===== src/rtl/router_pkg.sv =====
// -----------------------------------------------------------------------------
// router_pkg
// Shared definitions for the 5-port mesh router (L, N, E, W, S).
//   NPORT              : number of router ports.
//   P_L .. P_S         : port index constants. These index the request, grant
//                        and select vectors.
//   alloc_state_t      : output-allocator FSM states.
//   onehot5(idx)       : 3-bit port index to 5-bit one-hot vector.
//                        Indices above 4 map to zero.
// -----------------------------------------------------------------------------
package router_pkg;

  localparam int NPORT = 5;

  localparam logic [2:0] P_L = 3'd0;
  localparam logic [2:0] P_N = 3'd1;
  localparam logic [2:0] P_E = 3'd2;
  localparam logic [2:0] P_W = 3'd3;
  localparam logic [2:0] P_S = 3'd4;

  typedef enum logic {
    ALLOC_IDLE = 1'b0,
    ALLOC_BUSY = 1'b1
  } alloc_state_t;

  function automatic logic [NPORT-1:0] onehot5(input logic [2:0] idx);
    logic [NPORT-1:0] v;
    v = '0;
    case (idx)
      P_L:     v = 5'b00001;
      P_N:     v = 5'b00010;
      P_E:     v = 5'b00100;
      P_W:     v = 5'b01000;
      P_S:     v = 5'b10000;
      default: v = '0;
    endcase
    return v;
  endfunction

endpackage


===== src/rtl/rr_pick.sv =====
// -----------------------------------------------------------------------------
// rr_pick
// Combinational round-robin picker over the five router ports.
// The scan starts at i_ptr and walks upward, wrapping from 4 back to 0.
// The first requesting index found is returned.
//   i_req   [4:0] : request vector
//   i_ptr   [2:0] : scan start index (0..4)
//   o_idx   [2:0] : chosen index; 0 when nothing is requested
//   o_found       : at least one request bit is set
// -----------------------------------------------------------------------------
module rr_pick
  import router_pkg::*;
(
  input  logic [NPORT-1:0] i_req,
  input  logic [2:0]       i_ptr,
  output logic [2:0]       o_idx,
  output logic             o_found
);

  function automatic logic [2:0] wrap5(input logic [3:0] v);
    return (v >= 4'd5) ? 3'(v - 4'd5) : v[2:0];
  endfunction

  // NOTE: every output of a combinational block gets a default before any
  // branch. Otherwise paths that never assign it infer a latch.
  always_comb begin
    logic [2:0] w_cand;
    o_idx   = '0;
    o_found = 1'b0;
    w_cand  = '0;
    // The scan runs from the farthest offset down to offset 0. The last hit
    // assigned is therefore the one closest to i_ptr, which is the winner.
    for (int k = NPORT - 1; k >= 0; k--) begin
      w_cand = wrap5({1'b0, i_ptr} + 4'(k));
      if (i_req[w_cand]) begin
        o_idx   = w_cand;
        o_found = 1'b1;
      end
    end
  end

endmodule


===== src/rtl/router_out_alloc.sv =====
// -----------------------------------------------------------------------------
// router_out_alloc
// Wormhole output-port allocator for one output link of the 5-port router.
// A packet's head flit wins round-robin arbitration. The link then stays
// locked to that input until its tail flit transfers. Downstream flow control
// is credit-based.
//   clk            : clock, rising edge
//   rst            : synchronous, active-high reset
//   i_req    [4:0] : per-input flit valid toward this output (0=L .. 4=S)
//   i_tail   [4:0] : per-input tail marker, qualified by i_req
//   i_credit_in    : one-cycle pulse; downstream freed one buffer slot
//   o_grant  [4:0] : one-hot or zero; that input's flit moves this cycle
//   o_xbar_sel[4:0]: one-hot crossbar select for the owner; zero when idle
//   o_out_valid    : a flit is on the output link this cycle
//   o_busy         : link locked to an owner
//   o_credit_cnt   : credits currently available downstream
//   o_credit_err   : sticky; a credit arrived while the counter was full
// -----------------------------------------------------------------------------
module router_out_alloc
  import router_pkg::*;
#(
  parameter int CREDITS = 4,
  parameter int CW      = $clog2(CREDITS + 1)
) (
  input  logic             clk,
  input  logic             rst,
  input  logic [NPORT-1:0] i_req,
  input  logic [NPORT-1:0] i_tail,
  input  logic             i_credit_in,
  output logic [NPORT-1:0] o_grant,
  output logic [NPORT-1:0] o_xbar_sel,
  output logic             o_out_valid,
  output logic             o_busy,
  output logic [CW-1:0]    o_credit_cnt,
  output logic             o_credit_err
);

  alloc_state_t  r_state;
  alloc_state_t  w_state_nxt;
  logic [2:0]    r_owner;
  logic [2:0]    r_ptr;
  logic [CW-1:0] r_credit_cnt;
  logic          r_credit_err;

  logic [2:0]    w_pick_idx;
  logic          w_pick_found;
  logic          w_xfer;       // owner's flit moves this cycle
  logic          w_tail_xfer;  // that flit is the packet's tail

  rr_pick u_rr_pick (
    .i_req   (i_req),
    .i_ptr   (r_ptr),
    .o_idx   (w_pick_idx),
    .o_found (w_pick_found)
  );

  assign w_xfer      = (r_state == ALLOC_BUSY) && i_req[r_owner] && (r_credit_cnt != '0);
  assign w_tail_xfer = w_xfer && i_tail[r_owner];

  // State register.
  // NOTE: sequential state uses non-blocking assignments. All registers then
  // update together at the edge, whatever order the blocks are evaluated in.
  always_ff @(posedge clk) begin
    if (rst) r_state <= ALLOC_IDLE;
    else     r_state <= w_state_nxt;
  end

  // Next-state logic.
  always_comb begin
    w_state_nxt = r_state;
    case (r_state)
      ALLOC_IDLE: if (w_pick_found) w_state_nxt = ALLOC_BUSY;
      ALLOC_BUSY: if (w_tail_xfer)  w_state_nxt = ALLOC_IDLE;
      default:                      w_state_nxt = ALLOC_IDLE;
    endcase
  end

  // Output logic. The only input-to-output path is i_req[owner], through w_xfer.
  always_comb begin
    o_busy      = (r_state == ALLOC_BUSY);
    o_xbar_sel  = o_busy ? onehot5(r_owner) : '0;
    o_grant     = w_xfer ? onehot5(r_owner) : '0;
    o_out_valid = w_xfer;
  end

  // Owner and round-robin pointer. The credit count does not gate the pick.
  // The pointer moves only when a packet completes, to the port after the
  // finishing owner.
  always_ff @(posedge clk) begin
    if (rst) begin
      r_owner <= P_L;
      r_ptr   <= P_L;
    end else begin
      if (r_state == ALLOC_IDLE && w_pick_found) r_owner <= w_pick_idx;
      if (w_tail_xfer) r_ptr <= (r_owner == P_S) ? P_L : r_owner + 3'd1;
    end
  end

  // Credit counter. A transfer and a returned credit in the same cycle cancel
  // out. A credit arriving at a full counter (with no transfer) is flagged.
  always_ff @(posedge clk) begin
    if (rst) begin
      r_credit_cnt <= CW'(CREDITS);
      r_credit_err <= 1'b0;
    end else begin
      case ({w_xfer, i_credit_in})
        2'b10: r_credit_cnt <= r_credit_cnt - 1'b1;
        2'b01: begin
          if (r_credit_cnt == CW'(CREDITS)) r_credit_err <= 1'b1;
          else                              r_credit_cnt <= r_credit_cnt + 1'b1;
        end
        default: ;
      endcase
    end
  end

  assign o_credit_cnt = r_credit_cnt;
  assign o_credit_err = r_credit_err;

endmodule


===== config.mk =====
export PLATFORM = sky130hd
export DESIGN_NAME = router_out_alloc
export DESIGN_NICKNAME = d
export VERILOG_FILES = /design/src/rtl/router_pkg.sv /design/src/rtl/rr_pick.sv /design/src/rtl/router_out_alloc.sv
export SDC_FILE = /design/constraint.sdc
export NUM_CORES = 1
export LEC_CHECK = 0
export CAP_MARGIN = 30
export CORE_MARGIN = 2
export CORE_UTILIZATION = 50
export CTS_CLUSTER_SIZE = 10
export DETAILED_ROUTE_END_ITERATION = 12
export DONT_BUFFER_PORTS = 1
export GPL_ROUTABILITY_DRIVEN = 1
export GPL_TIMING_DRIVEN = 0
export MAX_ROUTING_LAYER = met4
export PLACE_DENSITY_LB_ADDON = 0.12
export SETUP_SLACK_MARGIN = 0.3
export SYNTH_ARGS = -nofsm -noshare
export SYNTH_HDL_FRONTEND = slang
export SYNTH_HIERARCHICAL = 1
export SYNTH_SLANG_ARGS = --single-unit

===== constraint.sdc =====
create_clock -name clk -period 3.7 [get_ports clk]
set_input_delay 0 -clock clk [delete_from_list [all_inputs] [get_ports clk]]
set_output_delay 0 -clock clk [all_outputs]
set_load 0.005 [all_outputs]

## Word level (Yosys, flattened, before mapping)

Index checks and enable logic that the tools add are counted.

- Register bits: 11
- Input port bits: 13
- Output and inout port bits: 16
- Logic and storage cells: 84

- Add/subtract/negate cells: 12
- Magnitude comparators: 11
- Equal/unequal tests: 8
- Mux-type cells: 38
- Bitwise gates (word level): 1
- Reduce and logical (&&, ||, !) cells: 9

Operators with widths:

| cell | number |
|---|---|
| 3-bit 2-to-1 mux | 12 |
| 5-bit case mux with 5 select lines | 1 |
| 3-bit by 4-bit less-than comparator with 1-bit output, second input constant | 6 |
| 1-bit binary-select mux with 3-bit select | 7 |
| 4-bit by 3-bit >= comparator with 1-bit output, second input constant | 4 |
| 3-bit subtractor, second input constant | 5 |
| 1-bit 2-to-1 mux | 14 |
| 5-bit 2-to-1 mux | 2 |
| 3-bit by 2-bit adder with 4-bit output, second input constant | 2 |
| 3-bit by 1-bit adder with 3-bit output, second input constant | 2 |
| 3-bit by 2-bit equality test with 1-bit output, second input constant | 2 |
| 3-bit equality test, second input constant | 2 |
| 3-bit case mux with 2 select lines | 1 |
| 3-bit by 1-bit adder with 4-bit output, second input constant | 1 |
| 3-bit by 3-bit adder with 4-bit output, second input constant | 1 |
| 1-bit logical AND | 4 |
| 2-bit AND reduction | 2 |
| 3-bit by 1-bit equality test with 1-bit output, second input constant | 1 |
| 3-bit >= comparator, second input constant | 1 |
| 3-bit zero test | 1 |
| 3-bit nonzero test | 1 |
| 3-bit by 1-bit subtractor with 3-bit output, second input constant | 1 |
| 2-bit by 1-bit equality test with 1-bit output, second input constant | 1 |
| 2-bit equality test, second input constant | 1 |
| 4 further kinds | 4 |

## Depth between registers and ports, before layout

- Word-level depth: 12
- Mapped depth: 15
- Gate-level depth less buffers: 14

## Cells and area by module

Netlist, hierarchy kept.

Modules (own cells, without submodules):

| module | times used | cells each | area each (um^2) | sequential area each (um^2) |
|---|---|---|---|---|
| rr_pick | 1 | 132 | 962.2 | 0.0 |
| router_out_alloc | 1 | 98 | 773.2 | 220.2 |

## Worst setup path after synthesis

No wires, ideal clock.

- Path kind: register -> register
- Start: reg r_ptr[0]
- End: reg r_owner[0]
- Library setup time: 128 ps
- Arrival: 3130 ps
- Required time: 3572 ps
- Slack: 443 ps
- Cell stages (with the launch flop): 16
- Path buffers: 1
- Clock period less this slack: 3257 ps
- Cells stage by stage: dfxtp_1 > buf_6 > inv_1 > ha_1 > inv_1 > fa_1 > a21oi_1 > xnor2_1 > or4_1 > and4b_1 > nor2b_1 > nand4_1 > nor2b_1 > nor2_1 > a21oi_1 > nor2_1

- Longest elaborated chain between the ends: 11
- Elaborated cells between the ends (all ways): 40
- Those cells by class: add/sub (9); order compare (5); mux (25); reduce/logical (1)

RTL lines:

| item | RTL line | text |
|---|---|---|
| start: declaration | router_out_alloc.sv:41 | `logic [2:0] r_ptr;` |
| start signal: assignment | router_out_alloc.sv:95 | `if (w_tail_xfer) r_ptr <= (r_owner == P_S) ? P_L : r_owner + 3'd1;` |
| 3-bit by 3-bit adder with 4-bit output | rr_pick.sv:34 | `w_cand = wrap5({1'b0, i_ptr} + 4'(k));` |
| 4-bit by 3-bit >= comparator with 1-bit output or 3-bit subtractor (tied branches) | rr_pick.sv:21 | `return (v >= 4'd5) ? 3'(v - 4'd5) : v[2:0];` |
| 3-bit 2-to-1 mux | rr_pick.sv:21 |  |
| 1-bit binary-select mux with 3-bit select | rr_pick.sv:35 | `if (i_req[w_cand]) begin` |
| 1-bit 2-to-1 mux (implied by the code) | rr_pick.sv:35 |  |
| 1-bit 2-to-1 mux (4 in series) | rr_pick.sv:35 |  |
| 1-bit 2-to-1 mux (*) | rr_pick.sv:35 |  |
| named net w_pick_found | router_out_alloc.sv:46 | `logic w_pick_found;` |
| 1-bit logical AND (*) | router_out_alloc.sv:94 | `if (r_state == ALLOC_IDLE && w_pick_found) r_owner <= w_pick_idx;` |
| end signal: assignment | router_out_alloc.sv:94 |  |
| end: declaration | router_out_alloc.sv:40 | `logic [2:0] r_owner;` |

The timed path passes the listed nets; every way through them passes the cells marked *. The select of a mux whose other input is x is not followed.
A chain may end at the register's enable or synchronous reset.

## Final worst setup path

Same ends and word-level chain as after synthesis.

==> results.txt <==
result of the run: finished clean
slowest library cell on the worst path: sky130_fd_sc_hd__mux4_2
Fmax achieved: 311 MHz
filler instances: 328
total global routing overflow: 0
fraction of layout cells with a size suffix above 1: 13.5%
reg-to-reg critical path startpoint: r_ptr[0]
Final Util: 57.0%
routability congestion estimate from global placement: 0.890
relative slew slack: 64.0%
clock tree from TritonCTS: built
worst reg2reg setup slack: 0.48 ns
highest net fanout along the worst path: 10
launch point of the worst path: r_ptr[0]
count of pins over their slew limit: 0
maximum number of buffers from clock root to sink: 2
data arrival time of the critical path: 3.37 ns
number of diodes: 0
worst-case clock skew: 0.00139 ns
leading register cell type out of synthesis: sky130_fd_sc_hd__dfxtp_1
Commonest cells post-synth: 31 x sky130_fd_sc_hd__nor2_1, 19 x sky130_fd_sc_hd__mux2i_1, 19 x sky130_fd_sc_hd__nand2_1
row count: 21
Layout Area Growth over Synthesis: 9.66%
RSZ-0062 raised after global routing: yes
grt met1 use: 35.0%
starting density of the core: 52.0%
average wire per standard cell: 15.9 microns
element type at the critical path end: flip-flop
delay of the slowest cell on the worst path: 0.55 ns
Post-Synthesis Net Count: 259
number of flops mapped to enable cells by yosys: 0
maximum resistive drop on vdd: 0.274 mV
Buffers & Inverters on Critical Path: 3
Setup crit end: r_owner[0]
number of DRC markers after the initial detailed-route iteration: 143
Die X-Extent: 62.9 microns
number of buffer cells added on primary ports: 0
placeable core region: 3340 sq um
worst reg2reg path endpoint: r_owner[0]
count of endpoints failing hold in the final timing report: 0
antenna-violating nets left: 0
largest net degree at the start of global routing: 13
antenna violations before repair: 0
Crit Path Category: reg -> reg
share of the synthesized area in the top cell type: 12.7%
via count of the first global-routing pass: 1570
most utilized layer in the global route result: met2
DR pass1 iterations: 5
crit share post-route: 87.0%
Hold Path Cell Cnt: 2
critical path depth: 14
delay-heaviest family, CP: simple AND/OR/NAND/NOR gates
library cell used as clock root buffer: sky130_fd_sc_hd__clkbuf_4
met2 track demand over resource: 37.4%
Least-Margin Pin Slew: 0.540 ns
first-pass GRT wire length: 7.75 mm
Pwr per Cell Area: 373 nW/um^2
Static Leakage: 0.821 nW
Syn Inst Count: 230
number of remaining DRC errors: 0
worst-path cell chain: buf_6 -> clkinvlp_4 -> ha_1 -> inv_1 -> fa_1 -> a21oi_4 -> xnor2_2 -> mux4_2 -> and2_1 -> nor2b_2 -> nand4_1 -> nor2b_4 -> a21oi_1 -> nor2_1
die outline area: 3960 sq um
clk slew on worst S/H paths: 0.08 ns
# setup viols final: 0
clock latency at the later pin of the worst-skew pair: 0.27 ns
overall track demand over capacity in global routing: 24.5%
per-cell via count in the routed design: 5.99
overall power consumption: 0.000711 W
final HPWL from detailed placement: 3.37 mm
via count: 1694
NumNets Final: 267
Worst Path Required: 3.85 ns
number of distinct library cells after synthesis: 54
library cell with the highest instance count after synthesis: sky130_fd_sc_hd__nor2_1
Synth area leaders: sky130_fd_sc_hd__dfxtp_1 13%, sky130_fd_sc_hd__mux2i_1 11%, sky130_fd_sc_hd__ha_1 10%
number of buffers inserted during clock tree synthesis: 3
type of element launching the critical path: flip-flop
HP Class: in -> reg
FF+latch count, synth: 11
met3 global-route usage: 3.78%
Max-Cap Viols: 0
Clock Sink Count: 11
fraction of synthesis flops using an asynchronous set or reset pin: 0%
post-synthesis cell area: 1740 sq um
die boundary height: 62.9 microns
biggest area consumer among synthesized cells: sky130_fd_sc_hd__dfxtp_1
number of top-level design ports: 29
post-route minimum period: 3.22 ns
maximum level of the CTS H-tree: 1
reg2reg path depth: 14
Routed WL: 4.50 mm
Warnings, synthesis: 6
post-synthesis sequential area ratio: 12.7%
Mapped Avg Cell Area: 7.55 sq um
setup total negative slack: 0 ns
per-layer routing:
metal | up-vias | part of all wire (%)
met3 | 2 | 3.2
met1 | 801 | 51
met2 | 37 | 45
met5 | - | 0
met4 | 0 | 0.31
li1 | 854 | -
how the worst min path moves through the flow:
stage / to / slack (ns) / from
floorplan: o_grant[4] / 0.11 / i_req[4]
global placement: o_grant[4] / 0.12 / i_req[4]
detailed placement: o_grant[4] / 0.12 / i_req[4]
CTS: o_credit_cnt[1] / 0.03 / rst
global route: o_credit_cnt[1] / 0.05 / rst
finish: o_credit_cnt[1] / 0.04 / rst
flip-flops by register name, summed over array words and instances, names as in the netlist:
register      cells
o_credit_cnt      3
r_owner           3
r_ptr             3
o_busy            1
o_credit_err      1
report_power, final:
part	internal [W]	switching (W)	leakage, nW	total (W)
Sequential	0.000141	0.0000398	0.0910	0.000181
Combinational	0.000198	0.000244	0.715	0.000442
Clock	0.0000418	0.0000461	0.0150	0.0000879
Total	0.000381	0.000330	0.821	0.000711
layout make-up:
cell class / count / area, sq um / share of cell area (%)
Sequential cell: 11 / 223 / 11.7
Buffer: 8 / 53.8 / 2.83
Multi-Input combinational cell: 195 / 1450 / 76.4
Timing Repair Buffer: 3 / 25.0 / 1.31
Tap cell: 46 / 57.6 / 3.02
Clock buffer: 4 / 26.3 / 1.38
Inverter: 16 / 63.8 / 3.35
kinds of logic after synthesis:
group / Yosys count / share of synthesized area [%]
AND/OR/NAND/NOR: 99 / 28.3
AO/OA/AOI/OAI: 53 / 21.9
buffers and inverters: 24 / 6.42
multiplexers: 24 / 16.8
adder cells (fa/ha/maj): 16 / 12.4
flip-flops: 11 / 12.7
XOR/XNOR: 3 / 1.51
repair_timing:
| item | 4_1_cts | 5_1_grt |
|---|---|---|
| hold buffers | 1 | 0 |
| resized for setup | 5 | 11 |
| gates cloned | 0 | 0 |
| hold endpoints to repair | 3 | 0 |
| setup endpoints to repair | 4 | 3 |
| buffers inserted | 2 | 0 |
cells in the final DEF (no fill, tap or decap), drive strengths merged, types with 2 or more instances in the layout:
cell type,netlist,routed
nor2,31,31
nand2,19,19
mux2i,19,19
inv,16,15
ha,14,14
a21oi,12,12
o21ai,11,11
dfxtp,11,11
nor3,10,10
and3,9,9
nor2b,7,7
clkbuf,2,7
buf,6,7
nand2b,5,5
nand4,4,4
mux4,4,4
nand3,3,3
a211oi,3,3
a21o,3,3
a31oi,3,3
xnor2,3,3
and2,2,2
a311o,2,2
fa,2,2
a22oi,2,2
o2111ai,2,2
or2,2,2
a221o,2,2
o22ai,2,2
through the flow:
| stage | std cells | instance area [sq um] | hold WS (ns) | worst slack (ns) |
|---|---|---|---|---|
| 6_report | 283 | 1900 | 0.0370 | 0.481 |
| 3_3_place_gp | 276 | 1790 | 0.116 | -0.0719 |
| 5_1_grt | 283 | 1900 | 0.0465 | 0.290 |
| 3_5_place_dp | 276 | 1790 | 0.118 | -0.0803 |
| 4_1_cts | 283 | 1860 | 0.0263 | 0.344 |
| 2_1_floorplan | 230 | 1740 | 0.106 | 0.443 |
Note: power is estimated with default switching activity, not from simulation.
